File: src/rtl/pkt_keep_gen.sv
// ============================================================================
//  Module      : pkt_keep_gen
//  Description : Turns a packet byte length into a sequence of beats with
//                thermometer keep masks and first/last markers.
//  Revision    : 1.0 - initial release
// ============================================================================
`default_nettype none

module pkt_keep_gen #(
    parameter int KEEP_W = 4,
    parameter int LEN_W  = 16
) (
    input  logic              clk,
    input  logic              rst,
    input  logic              len_valid_i,
    input  logic [LEN_W-1:0]  len_i,
    output logic              len_ready_o,
    input  logic              ready_i,
    output logic              valid_o,
    output logic [KEEP_W-1:0] keep_o,
    output logic              first_o,
    output logic              last_o
);

    localparam logic [LEN_W-1:0] c_keep_w = LEN_W'(KEEP_W);

    typedef enum logic [0:0] {
        ST_IDLE = 1'b0,
        ST_SEND = 1'b1
    } state_t;

    state_t             r_state;
    state_t             w_state_nxt;
    logic [LEN_W-1:0]   r_rem;
    logic [LEN_W-1:0]   w_rem_nxt;
    logic [KEEP_W-1:0]  r_keep;
    logic [KEEP_W-1:0]  w_keep_nxt;
    logic               r_first;
    logic               w_first_nxt;
    logic               r_last;
    logic               w_last_nxt;
    logic               w_beat_acc;
    logic               w_req_acc;

    // Byte i is covered when more than i bytes remain.
    function automatic logic [KEEP_W-1:0] keep_of(input logic [LEN_W-1:0] rem);
        logic [KEEP_W-1:0] k;
        k = '0;
        for (int i = 0; i < KEEP_W; i++) begin
            k[i] = (rem > LEN_W'(i));
        end
        return k;
    endfunction

    assign valid_o     = (r_state == ST_SEND);
    assign keep_o      = r_keep;
    assign first_o     = r_first;
    assign last_o      = r_last;
    assign w_beat_acc  = valid_o && ready_i;
    assign len_ready_o = !rst && ((r_state == ST_IDLE) || (w_beat_acc && r_last));
    assign w_req_acc   = len_valid_i && len_ready_o;

    always_comb begin
        w_state_nxt = r_state;
        w_rem_nxt   = r_rem;
        w_keep_nxt  = r_keep;
        w_first_nxt = r_first;
        w_last_nxt  = r_last;

        if (w_req_acc && (len_i != '0)) begin
            // New packet; also covers the zero-bubble handover after a last beat.
            w_state_nxt = ST_SEND;
            w_rem_nxt   = len_i;
            w_keep_nxt  = keep_of(len_i);
            w_first_nxt = 1'b1;
            w_last_nxt  = (len_i <= c_keep_w);
        end else if (w_beat_acc) begin
            if (r_last) begin
                w_state_nxt = ST_IDLE;
                w_rem_nxt   = '0;
                w_keep_nxt  = '0;
                w_first_nxt = 1'b0;
                w_last_nxt  = 1'b0;
            end else begin
                // Not last implies rem > KEEP_W, so this cannot wrap.
                w_rem_nxt   = r_rem - c_keep_w;
                w_keep_nxt  = keep_of(r_rem - c_keep_w);
                w_first_nxt = 1'b0;
                w_last_nxt  = ((r_rem - c_keep_w) <= c_keep_w);
            end
        end
    end

    always_ff @(posedge clk) begin
        if (rst) begin
            r_state <= ST_IDLE;
            r_rem   <= '0;
            r_keep  <= '0;
            r_first <= 1'b0;
            r_last  <= 1'b0;
        end else begin
            r_state <= w_state_nxt;
            r_rem   <= w_rem_nxt;
            r_keep  <= w_keep_nxt;
            r_first <= w_first_nxt;
            r_last  <= w_last_nxt;
        end
    end

endmodule

`default_nettype wire

File: config.mk
export PLATFORM = sky130hd
export DESIGN_NAME = pkt_keep_gen
export DESIGN_NICKNAME = d
export VERILOG_FILES = /design/src/rtl/pkt_keep_gen.sv
export SDC_FILE = /design/constraint.sdc
export NUM_CORES = 1
export LEC_CHECK = 0
export BUFFER_PORTS_ARGS = -buffer_cell sky130_fd_sc_hd__buf_2
export CORE_ASPECT_RATIO = 1.5
export CORE_UTILIZATION = 51
export CTS_BUF_LIST = sky130_fd_sc_hd__clkbuf_8
export DETAILED_ROUTE_END_ITERATION = 12
export GPL_TIMING_DRIVEN = 0
export HOLD_SLACK_MARGIN = 0.03
export PLACE_DENSITY = 0.75
export SLEW_MARGIN = 20
export SYNTH_ARGS = -nofsm -noshare
export SYNTH_HDL_FRONTEND = slang
export SYNTH_SLANG_ARGS = --single-unit
export TNS_END_PERCENT = 20
File: constraint.sdc
create_clock -name clk -period 6.04 [get_ports clk]
set_input_delay 0.302 -clock clk [delete_from_list [all_inputs] [get_ports clk]]
set_output_delay 0.302 -clock clk [all_outputs]
set_load 0.005 [all_outputs]
==> results.py, run 1 <==
metrics = {
    "setup_path": {
        "critPathArrivalTime_ns": 2.95,
        "critPathCaptureType": "flop",
        "critPathRequiredTime_ns": 6.23,
        "reg2reg_to": "last_o$_SDFFE_PP0P_",
        "start_kind": "flop",
        "reg2reg_setup_slack_ns": 3.28,
        "worstRegToRegCells": 8,
        "regToRegStartpoint": "r_rem[2]$_SDFFE_PP0P_",
        "critical_path_class": "reg2reg",
        "cp_max_fo": 9,
    },
    "cts": {
        "cts_made_buffers": 3,
        "clockBufferDepth": 2,
        "clkLatencyLatePin_ns": 0.27,
        "cts_hold_buf": 0,
        "clockRootBuffer": "clkbuf_8",
        "post_cts_buffers": 0,
        "cts_max_level": 1,
        "path_clk_slew_ns": 0.09,
        "clkSinkCount": 23,
        "cts_tree": "done",
        "cts.repair.resized": 0,
    },
    "yosys": {
        "synth_top_family_by_area": "simple AND/OR/NAND/NOR gates",
        "synthMuxAreaShare_pct": 0,
        "synthXorXnorAreaFrac_pct": 5.776,
        "synth_area_leader_cell": "dfxtp_1",
        "synth.top_cell.area_share_pct": 30.36,
        "synth_cell_types": 52,
        "ys_warn_count": 0,
        "synthAdderAreaFrac_pct": 1.650,
        "yosysMostFrequentCell": "nand2_1",
        "ys_ff_latch": 23,
        "synthCells": 195,
        "ys.flop_type": "dfxtp_1",
        "synth_area_leaders": "dfxtp_1 30%, nand2_1 6.9%, nand3_1 5.3%",
        "synth_compound_area_share_pct": 26.57,
        "avgSynthCellArea_um2": 7.777,
        "synthSimpleGateAreaFrac_pct": 30.94,
        "synthTopCellsByCount": "28 x nand2_1, 23 x dfxtp_1, 16 x nand3_1, 14 x a21oi_1, 13 x nor2_1",
        "async_flop_share_pct": 0,
        "synth-seq-area-share_pct": 30.36,
        "syn_nets": 217,
        "synth_edf_count": 0,
        "synth_area_um2": 1516,
    },
    "die": {
        "ios": 28,
        "std_cell_rows": 23,
        "fp.dieH_um": 68.79,
        "dieArea_um2": 3200,
        "initial_core_util_pct": 55.47,
        "core_area_um2": 2734,
        "die_w_um": 46.52,
    },
    "final_layout": {
        "drive_above_1_share_pct": 19.47,
        "utilization_pct": 63.80,
        "finalNetCount": 249,
        "area_growth_pct": 15.02,
        "num-fill-cells": 269,
        "diodes": 0,
    },
    "timing": {
        "finClkSkew_ns": 0.006487,
        "setup_tns_ns": 0,
        "slew_viol_final": 0,
        "fmax_mhz": 361.8,
        "max_slew_margin_pct": 46.18,
        "final.period_utilization_pct": 45.76,
        "rsz0062_at_grt": "no",
        "setup_viol": 0,
        "min_period_ns": 2.764,
        "hold_violations": 0,
        "worstMarginPinSlew_ns": 0.8056,
    },
    "power": {
        "p_clk_share_pct": 24.5,
        "ir_drop_mv": 0.1563,
        "p_per_area_nw_per_um2": 233.7,
        "leakagePower_nw": 0.6420,
        "p_comb_share_pct": 32.4,
        "p_int_mw": 0.2671,
        "power_switching_mw": 0.1404,
        "p_seq_share_pct": 43.1,
        "p_sw_share_pct": 34.46,
    },
    "global_route": {
        "grtUsageTotal_pct": 30.71,
        "grt_pass1_vias": 1488,
        "grt_pass1_wl_mm": 6.920,
        "grt_overflow_total": 0,
        "grt_start_max_net_pins": 14,
        "antenna_found_initial": 0,
    },
    "route": {
        "postRouteWirelength_mm": 4.280,
        "vias": 1647,
        "wl_per_cell_um": 16.27,
        "drc": 0,
        "drtIter0Drc": 59,
        "postRouteAntennaNets": 0,
        "vias_per_cell": 6.262,
        "first_pass_iters": 4,
    },
    "hold_path": {
        "worstHoldStart": "rst",
        "min_to": "last_o$_SDFFE_PP0P_",
        "hp-class": "in2reg",
        "hold_depth": 2,
    },
    "placed_design": {
        "port_buffers": 27,
        "dp_hpwl_mm": 3.312,
        "gp_congestion": 0.9071,
    },
    "outcome": {
        "status": "finished, final reports clean",
    },
    "flow_run": {
        "cap_violations": 0,
    },
}
## final cells by class
cell class              instances  area [um2]  share of cell area, %
inverters                       3       11.26                 0.6456
flip-flops and latches         23       460.4                  26.40
plain buffers                  13       60.06                  3.443
clock inverters                 1       5.005                 0.2869
clock buffers                   3       41.29                  2.367
multi-input cells             156       984.7                  56.46
repair buffers                 27       135.1                  7.748
well taps                      37       46.29                  2.654
## metal layers
metal,GRT usage [%],wire length (um),vias up
met5,0,0,-
met3,4.688,227,14
met1,36.10,1679,771
met2,49.48,2205,66
li1,-,-,796
met4,20.96,168,0
## sequential cells by signal (all words and copies together), names as in the netlist
signal / cells
first_o: 1
r_rem: 16
valid_o: 1
keep_o: 4
last_o: 1
## power by group through the flow
stage               Sequential (mW)  Clock (mW)  Combinational [mW]
finish                        0.176      0.0997               0.132
global route                  0.178       0.107               0.146
CTS                           0.175       0.102               0.131
detailed placement            0.179           0               0.130
global placement              0.178           0               0.127
floorplan                     0.177           0              0.0958
## per-stage QoR
stage               cells  setup WS [ns]  power (mW)  instance area, um2  hold WS [ns]
finish                263          3.276      0.4076                1744        0.2463
global route          263          3.168      0.4305                1744        0.2458
CTS                   263          3.335      0.4080                1744        0.2411
detailed placement    259          3.380      0.3087                1698        0.4518
global placement      259          3.377      0.3057                1698        0.4428
floorplan             195          3.816      0.2724                1516        0.3750
## layout by cell type, fill, tap and decap left out, drive strengths merged, types with 2 or more instances in the layout
| cell | Yosys | final |
|---|---|---|
| buf | 5 | 32 |
| nand2 | 28 | 28 |
| dfxtp | 23 | 23 |
| nand3 | 16 | 16 |
| a21oi | 14 | 14 |
| nor2 | 13 | 13 |
| clkbuf | 8 | 11 |
| a31oi | 9 | 9 |
| xnor2 | 8 | 8 |
| nor4 | 8 | 8 |
| a32oi | 7 | 7 |
| nor3 | 4 | 4 |
| inv | 3 | 3 |
| and2 | 3 | 3 |
| and3 | 3 | 3 |
| o31a | 3 | 3 |
| o31ai | 3 | 3 |
| nor4b | 2 | 2 |
| nand4b | 2 | 2 |
| nand2b | 2 | 2 |
| nand3b | 2 | 2 |
| xor2 | 2 | 2 |
| ha | 2 | 2 |
| nor3b | 2 | 2 |
| o21ai | 2 | 2 |
| a211oi | 2 | 2 |
## kinds of logic after synthesis
group                    Yosys count
buffers and inverters             16
flip-flops                        23
XOR/XNOR                          10
AND/OR/NAND/NOR                   90
adder cells (fa/ha/maj)            2
AO/OA/AOI/OAI                     54
## critical path, stage by stage (launching register included)
cell       delay (ns)
dfxtp_1          0.33
buf_2            0.17
inv_1            0.10
ha_1             0.30
nor3b_1          0.70
xnor2_1          0.27
o2111ai_1        0.15
or3b_1           0.42
a211oi_2         0.23
## worst max-delay path by stage
stage                          startpoint             endpoint  slack, ns  cells after the start
detailed placement  r_rem[3]$_SDFFE_PP0P_  last_o$_SDFFE_PP0P_       3.38                      8
global route        r_rem[3]$_SDFFE_PP0P_  last_o$_SDFFE_PP0P_       3.17                      8
finish              r_rem[2]$_SDFFE_PP0P_  last_o$_SDFFE_PP0P_       3.28                      8
CTS                 r_rem[3]$_SDFFE_PP0P_  last_o$_SDFFE_PP0P_       3.34                      8
floorplan           r_rem[2]$_SDFFE_PP0P_  last_o$_SDFFE_PP0P_       3.82                      8
global placement    r_rem[3]$_SDFFE_PP0P_  last_o$_SDFFE_PP0P_       3.38                      8
No activity file was read; power rests on OpenSTA's default activity.
==> run 2: changes to the inputs <==
- ABC_AREA: default -> 1
- PLACE_DENSITY: 0.75 -> 0.74
- clock period: 6.04 -> 2.85 ns (I/O delays scaled with it)
==> results.py, run 2 <==
metrics = {
    "yosys": {
        "ys.flop_type": "dfxtp_1",
        "synth_area_leaders": "dfxtp_1 26%, nand2_1 14%, inv_1 13%",
        "ys_warn_count": 0,
        "avgSynthCellArea_um2": 6.147,
        "synth_area_leader_cell": "dfxtp_1",
        "synth_edf_count": 0,
        "synth_cell_types": 30,
        "synthCells": 287,
        "synth_area_um2": 1764,
        "synth-seq-area-share_pct": 26.10,
        "async_flop_share_pct": 0,
        "yosysMostFrequentCell": "nand2_1",
        "synth.top_cell.area_share_pct": 26.10,
        "syn_nets": 309,
        "ys_ff_latch": 23,
        "synthTopCellsByCount": "66 x nand2_1, 59 x inv_1, 31 x nor2_1, 23 x dfxtp_1, 18 x nand3_1",
    },
    "final_layout": {
        "regMostFlops": "r_rem",
        "finalNetCount": 340,
        "seqCellArea_um2": 460.4,
        "drive_above_1_share_pct": 21.45,
        "multi_input_area_um2": 1036,
        "diodes": 0,
        "largest_reg_flops": 16,
        "mostFrequentLayoutCell": "nand2_1",
        "area_growth_pct": 12.77,
        "layout_common_cells": "66 x nand2_1, 60 x inv_1, 31 x nor2_1, 27 x buf_2, 23 x dfxtp_1",
        "final_area_um2": 1989,
        "utilization_pct": 61.75,
        "num-fill-cells": 339,
    },
    "timing": {
        "max_slew_margin_pct": 64.51,
        "setup_viol": 0,
        "fmax_mhz": 542.0,
        "finClkSkew_ns": 0.003451,
        "slew_viol_final": 0,
        "min_period_ns": 1.845,
        "setup_tns_ns": 0,
        "worstMarginPinSlew_ns": 0.5323,
        "hold_violations": 0,
        "rsz0062_at_grt": "no",
        "final.period_utilization_pct": 64.74,
    },
    "cts": {
        "cts_made_buffers": 3,
        "cts_hold_buf": 0,
        "clockRootBuffer": "clkbuf_8",
        "post_cts_buffers": 0,
        "clkSinkCount": 23,
        "clockBufferDepth": 2,
        "cts.repair.resized": 0,
        "path_clk_slew_ns": 0.09,
        "clkLatencyLatePin_ns": 0.27,
        "cts_tree": "done",
        "cts_max_level": 1,
    },
    "placed_design": {
        "postPlaceCellArea_um2": 1944,
        "dp_hpwl_mm": 3.418,
        "gp_congestion": 0.8780,
        "port_buffers": 26,
    },
    "setup_path": {
        "critPathCaptureType": "flop",
        "cp_max_fo": 5,
        "critical_path_class": "reg2reg",
        "critPathRequiredTime_ns": 3.02,
        "start_kind": "flop",
        "critPathArrivalTime_ns": 2.01,
    },
    "route": {
        "first_pass_iters": 4,
        "vias_per_cell": 5.115,
        "postRouteAntennaNets": 0,
        "drtIter0Drc": 59,
        "postRouteWirelength_mm": 4.366,
        "vias": 1826,
        "drc": 0,
        "wl_per_cell_um": 12.23,
    },
    "power": {
        "p_per_area_nw_per_um2": 493.0,
        "leakagePower_nw": 1.089,
        "ir_drop_mv": 0.3381,
    },
    "flow_run": {
        "cap_violations": 0,
    },
    "global_route": {
        "grtUsageTotal_pct": 26.70,
        "grt_overflow_total": 0,
        "grt_start_max_net_pins": 13,
        "antenna_found_initial": 0,
        "grt_pass1_vias": 1724,
        "grt_pass1_wl_mm": 7.500,
    },
    "die": {
        "fp.dieH_um": 74.04,
        "std_cell_rows": 25,
        "dieArea_um2": 3703,
        "core_area_um2": 3222,
        "ios": 28,
        "initial_core_util_pct": 54.76,
        "die_w_um": 50.02,
    },
    "outcome": {
        "status": "finished, final reports clean",
    },
    "hold_path": {
        "hp-class": "in2reg",
    },
}
-- run 2: cell count changes after synthesis, sizes merged, moves of 6 or more --
cell | before | now
nor4 | 8 | 0
a32oi | 7 | 0
nor2 | 13 | 48
o22ai | 0 | 9
inv | 3 | 62
nand2 | 28 | 77
clkbuf | 8 | 1
o221ai | 0 | 6
xnor2 | 8 | 1
o21ai | 2 | 13
a31oi | 9 | 0
-- run 2: logic make-up (layout without fill, tap and decap cells) --
family,count (synthesis),in the layout,share of synthesized area [%]
adder cells (fa/ha/maj),2,2,1.418
buffers and inverters,67,97,15.18
AND/OR/NAND/NOR,150,150,40.35
AO/OA/AOI/OAI,42,42,15.46
XOR/XNOR,3,3,1.490
flip-flops,23,23,26.10
-- run 2: path summary, 6_finish.rpt --
kind,to,startpoint,slack (ns),depth (start not counted)
max reg2reg,keep_o[0]$_SDFFE_PP0P_,r_rem[2]$_SDFFE_PP0P_,1.00,11
max,keep_o[0]$_SDFFE_PP0P_,r_rem[2]$_SDFFE_PP0P_,1.00,11
min,last_o$_SDFFE_PP0P_,rst,0.14,2
min reg2reg,first_o$_SDFFE_PP0P_,first_o$_SDFFE_PP0P_,0.47,2
-- run 2: per-layer routing --
layer / routed length (um) / vias up / global-route usage, %
met5: 0 / - / 0
met4: 61 / 0 / 6.667
met3: 131 / 7 / 2.863
met2: 2343 / 33 / 52.74
met1: 1829 / 824 / 29.56
li1: - / 962 / -
-- run 2: stage by stage --
| stage | total power [mW] | hold slack [ns] | setup slack, ns | std cells |
|---|---|---|---|---|
| floorplan | 0.6817 | 0.3122 | 1.231 | 287 |
| global route | 1.052 | 0.1492 | 0.7809 | 357 |
| finish | 0.9808 | 0.1378 | 1.005 | 357 |
| CTS | 0.9830 | 0.1449 | 0.9922 | 357 |
| detailed placement | 0.7748 | 0.4278 | 1.004 | 353 |
| global placement | 0.7688 | 0.4303 | 1.020 | 353 |
-- run 2: cell type report --
class	count	share of cell area (%)
multi-input combinational	197	52.08
sequential	23	23.14
inverter	62	11.70
timing repair buffer	26	6.541
tap	40	2.516
clock buffer	3	2.075
buffer	5	1.761
clock inverter	1	0.1887
-- run 2: power by group --
group          total (mW)  switching [mW]  internal [mW]
clock               0.212           0.115         0.0966
sequential          0.370          0.0235          0.347
combinational       0.399           0.259          0.140
-- run 2: critical path: stages (launching register included) --
cell and delay (ns):
dfxtp_1 0.44, inv_2 0.10, ha_1 0.24, nand2_2 0.17, nor2_4 0.07, xor2_1 0.14, nor2_1 0.15, nand2_1 0.07
nor2_1 0.12, nand3_1 0.10, nand2_1 0.08, a21oi_1 0.06
==> run 3: changes to the inputs <==
- clock period: 2.85 -> 1.9 ns (I/O delays scaled with it)
==> results.py, run 3 (synthesized netlist as in run 2, its figures left out) <==
metrics = {
    "power": {
        "leakagePower_nw": 1.094,
        "finalPower_mw": 1.494,
        "p_per_area_nw_per_um2": 740.2,
        "ir_drop_mv": 0.5136,
    },
    "setup_path": {
        "cp_slowest_stage_delay_ns": 0.37,
        "critPathRequiredTime_ns": 2.12,
        "cp_max_fo": 10,
        "cp_common_cell": "inv_1",
        "start_kind": "flop",
        "critPathCaptureType": "flop",
        "crit_family": "simple AND/OR/NAND/NOR gates",
        "critPathArrivalTime_ns": 1.95,
        "critical_path_class": "reg2reg",
        "slowest_stage": "dfxtp_1",
        "worst-path-buf-inv": 3,
        "path_cells": "nand2_2 > nor2_1 > inv_1 > clkbuf_1 > o221ai_1 > nand2_1 > inv_1",
    },
    "placed_design": {
        "pre_cts_ws_ns": 0.05361,
        "gp_congestion": 0.8780,
        "port_buffers": 26,
        "dp_hpwl_mm": 3.418,
    },
    "die": {
        "ios": 28,
        "std_cell_rows": 25,
        "core_area_um2": 3222,
        "die_w_um": 50.02,
        "dieArea_um2": 3703,
        "fp.dieH_um": 74.04,
        "initial_core_util_pct": 54.76,
    },
    "timing": {
        "worstMarginPinSlew_ns": 0.5101,
        "slew_viol_final": 0,
        "fmax_mhz": 577.8,
        "max_slew_margin_pct": 65.99,
        "postLayoutSetupSlackWorst_ns": 0.1693,
        "rsz0062_at_grt": "no",
        "final.period_utilization_pct": 91.09,
        "hold_violations": 0,
        "min_period_ns": 1.731,
        "setup_viol": 0,
        "setup_tns_ns": 0,
        "finClkSkew_ns": 0.005712,
    },
    "cts": {
        "post_cts_buffers": 0,
        "path_clk_slew_ns": 0.09,
        "clockRootBuffer": "clkbuf_8",
        "clkLatencyLatePin_ns": 0.27,
        "cts_made_buffers": 3,
        "cts.repair.resized": 0,
        "cts_max_level": 1,
        "cts_hold_buf": 0,
        "cts_tree": "done",
        "clkSinkCount": 23,
        "clockBufferDepth": 2,
    },
    "route": {
        "wl_per_cell_um": 12.42,
        "drc": 0,
        "postRouteAntennaNets": 0,
        "drtIter0Drc": 51,
        "postRouteWirelength_mm": 4.435,
        "vias_per_cell": 5.137,
        "first_pass_iters": 4,
        "vias": 1834,
    },
    "final_layout": {
        "area_growth_pct": 14.40,
        "drive_above_1_share_pct": 23.03,
        "multi_input_area_um2": 1064,
        "num-fill-cells": 337,
        "regMostFlops": "r_rem",
        "seqCellArea_um2": 461.7,
        "mostFrequentLayoutCell": "nand2_1",
        "largest_reg_flops": 16,
        "layout_common_cells": "65 x nand2_1, 59 x inv_1, 30 x nor2_1, 27 x buf_2, 22 x dfxtp_1",
        "diodes": 0,
        "finalNetCount": 340,
    },
    "global_route": {
        "grt_pass1_vias": 1724,
        "grt_start_max_net_pins": 13,
        "grt_pass1_wl_mm": 7.500,
        "grtUsageTotal_pct": 26.70,
        "grt_overflow_total": 0,
        "antenna_found_initial": 0,
    },
    "hold_path": {
        "hp-class": "in2reg",
    },
    "outcome": {
        "status": "finished, final reports clean",
    },
    "flow_run": {
        "cap_violations": 0,
    },
}
==> run 3: cell counts in the layout (fill, tap and decap cells not counted) <==
Identical to the previous run, type by type.
==> run 3: worst reg2reg max path: stages, from the launching register on <==
cell      delay (ns)
dfxtp_1         0.37
nand2_2         0.12
nor2_1          0.33
inv_1           0.16
clkbuf_1        0.28
o221ai_1        0.27
nand2_1         0.09
inv_1           0.06
==> run 3: where the power goes <==
part           switching (mW)  internal [mW]  leakage (nW)
sequential             0.0367          0.520         0.189
clock                   0.174          0.145        0.0269
combinational           0.399          0.220         0.878
total                   0.609          0.885          1.09
==> run 3: metrics by stage <==
stage	cells	hold slack (ns)	utilization [%]	instance area [um2]
2_1_floorplan	287	0.2647	-	1764
3_3_place_gp	353	0.3828	60.35	1944
4_1_cts	357	0.09740	61.75	1989
6_report	357	0.09049	62.64	2018
3_5_place_dp	353	0.3803	60.35	1944
5_1_grt	357	0.1017	62.64	2018
==> run 3: final timing paths <==
path / slack (ns) / from / to / depth (start not counted)
max: 0.17 / valid_o$_SDFFE_PP0P_ / r_rem[3]$_SDFFE_PP0P_ / 7
min: 0.09 / rst / last_o$_SDFFE_PP0P_ / 2
max reg2reg: 0.17 / valid_o$_SDFFE_PP0P_ / r_rem[3]$_SDFFE_PP0P_ / 7
min reg2reg: 0.47 / first_o$_SDFFE_PP0P_ / first_o$_SDFFE_PP0P_ / 2
==> run 3: area by class of cell <==
type                            count  share of cell area [%]
Buffer                              5                   1.736
Clock buffer                        3                   2.046
Clock inverter                      1                  0.1860
Inverter                           62                   11.53
Multi-Input combinational cell    197                   52.70
Sequential cell                    23                   22.88
Tap cell                           40                   2.480
Timing Repair Buffer               26                   6.448
==> run 3: layer usage <==
layer / vias up / share of wire [%] / GRT usage [%] / wire [um]
li1: 964 / - / - / -
met2: 32 / 54 / 52.74 / 2397
met5: - / 0 / 0 / 0
met3: 6 / 3.0 / 2.863 / 135
met1: 832 / 42 / 29.56 / 1848
met4: 0 / 1.2 / 6.667 / 54
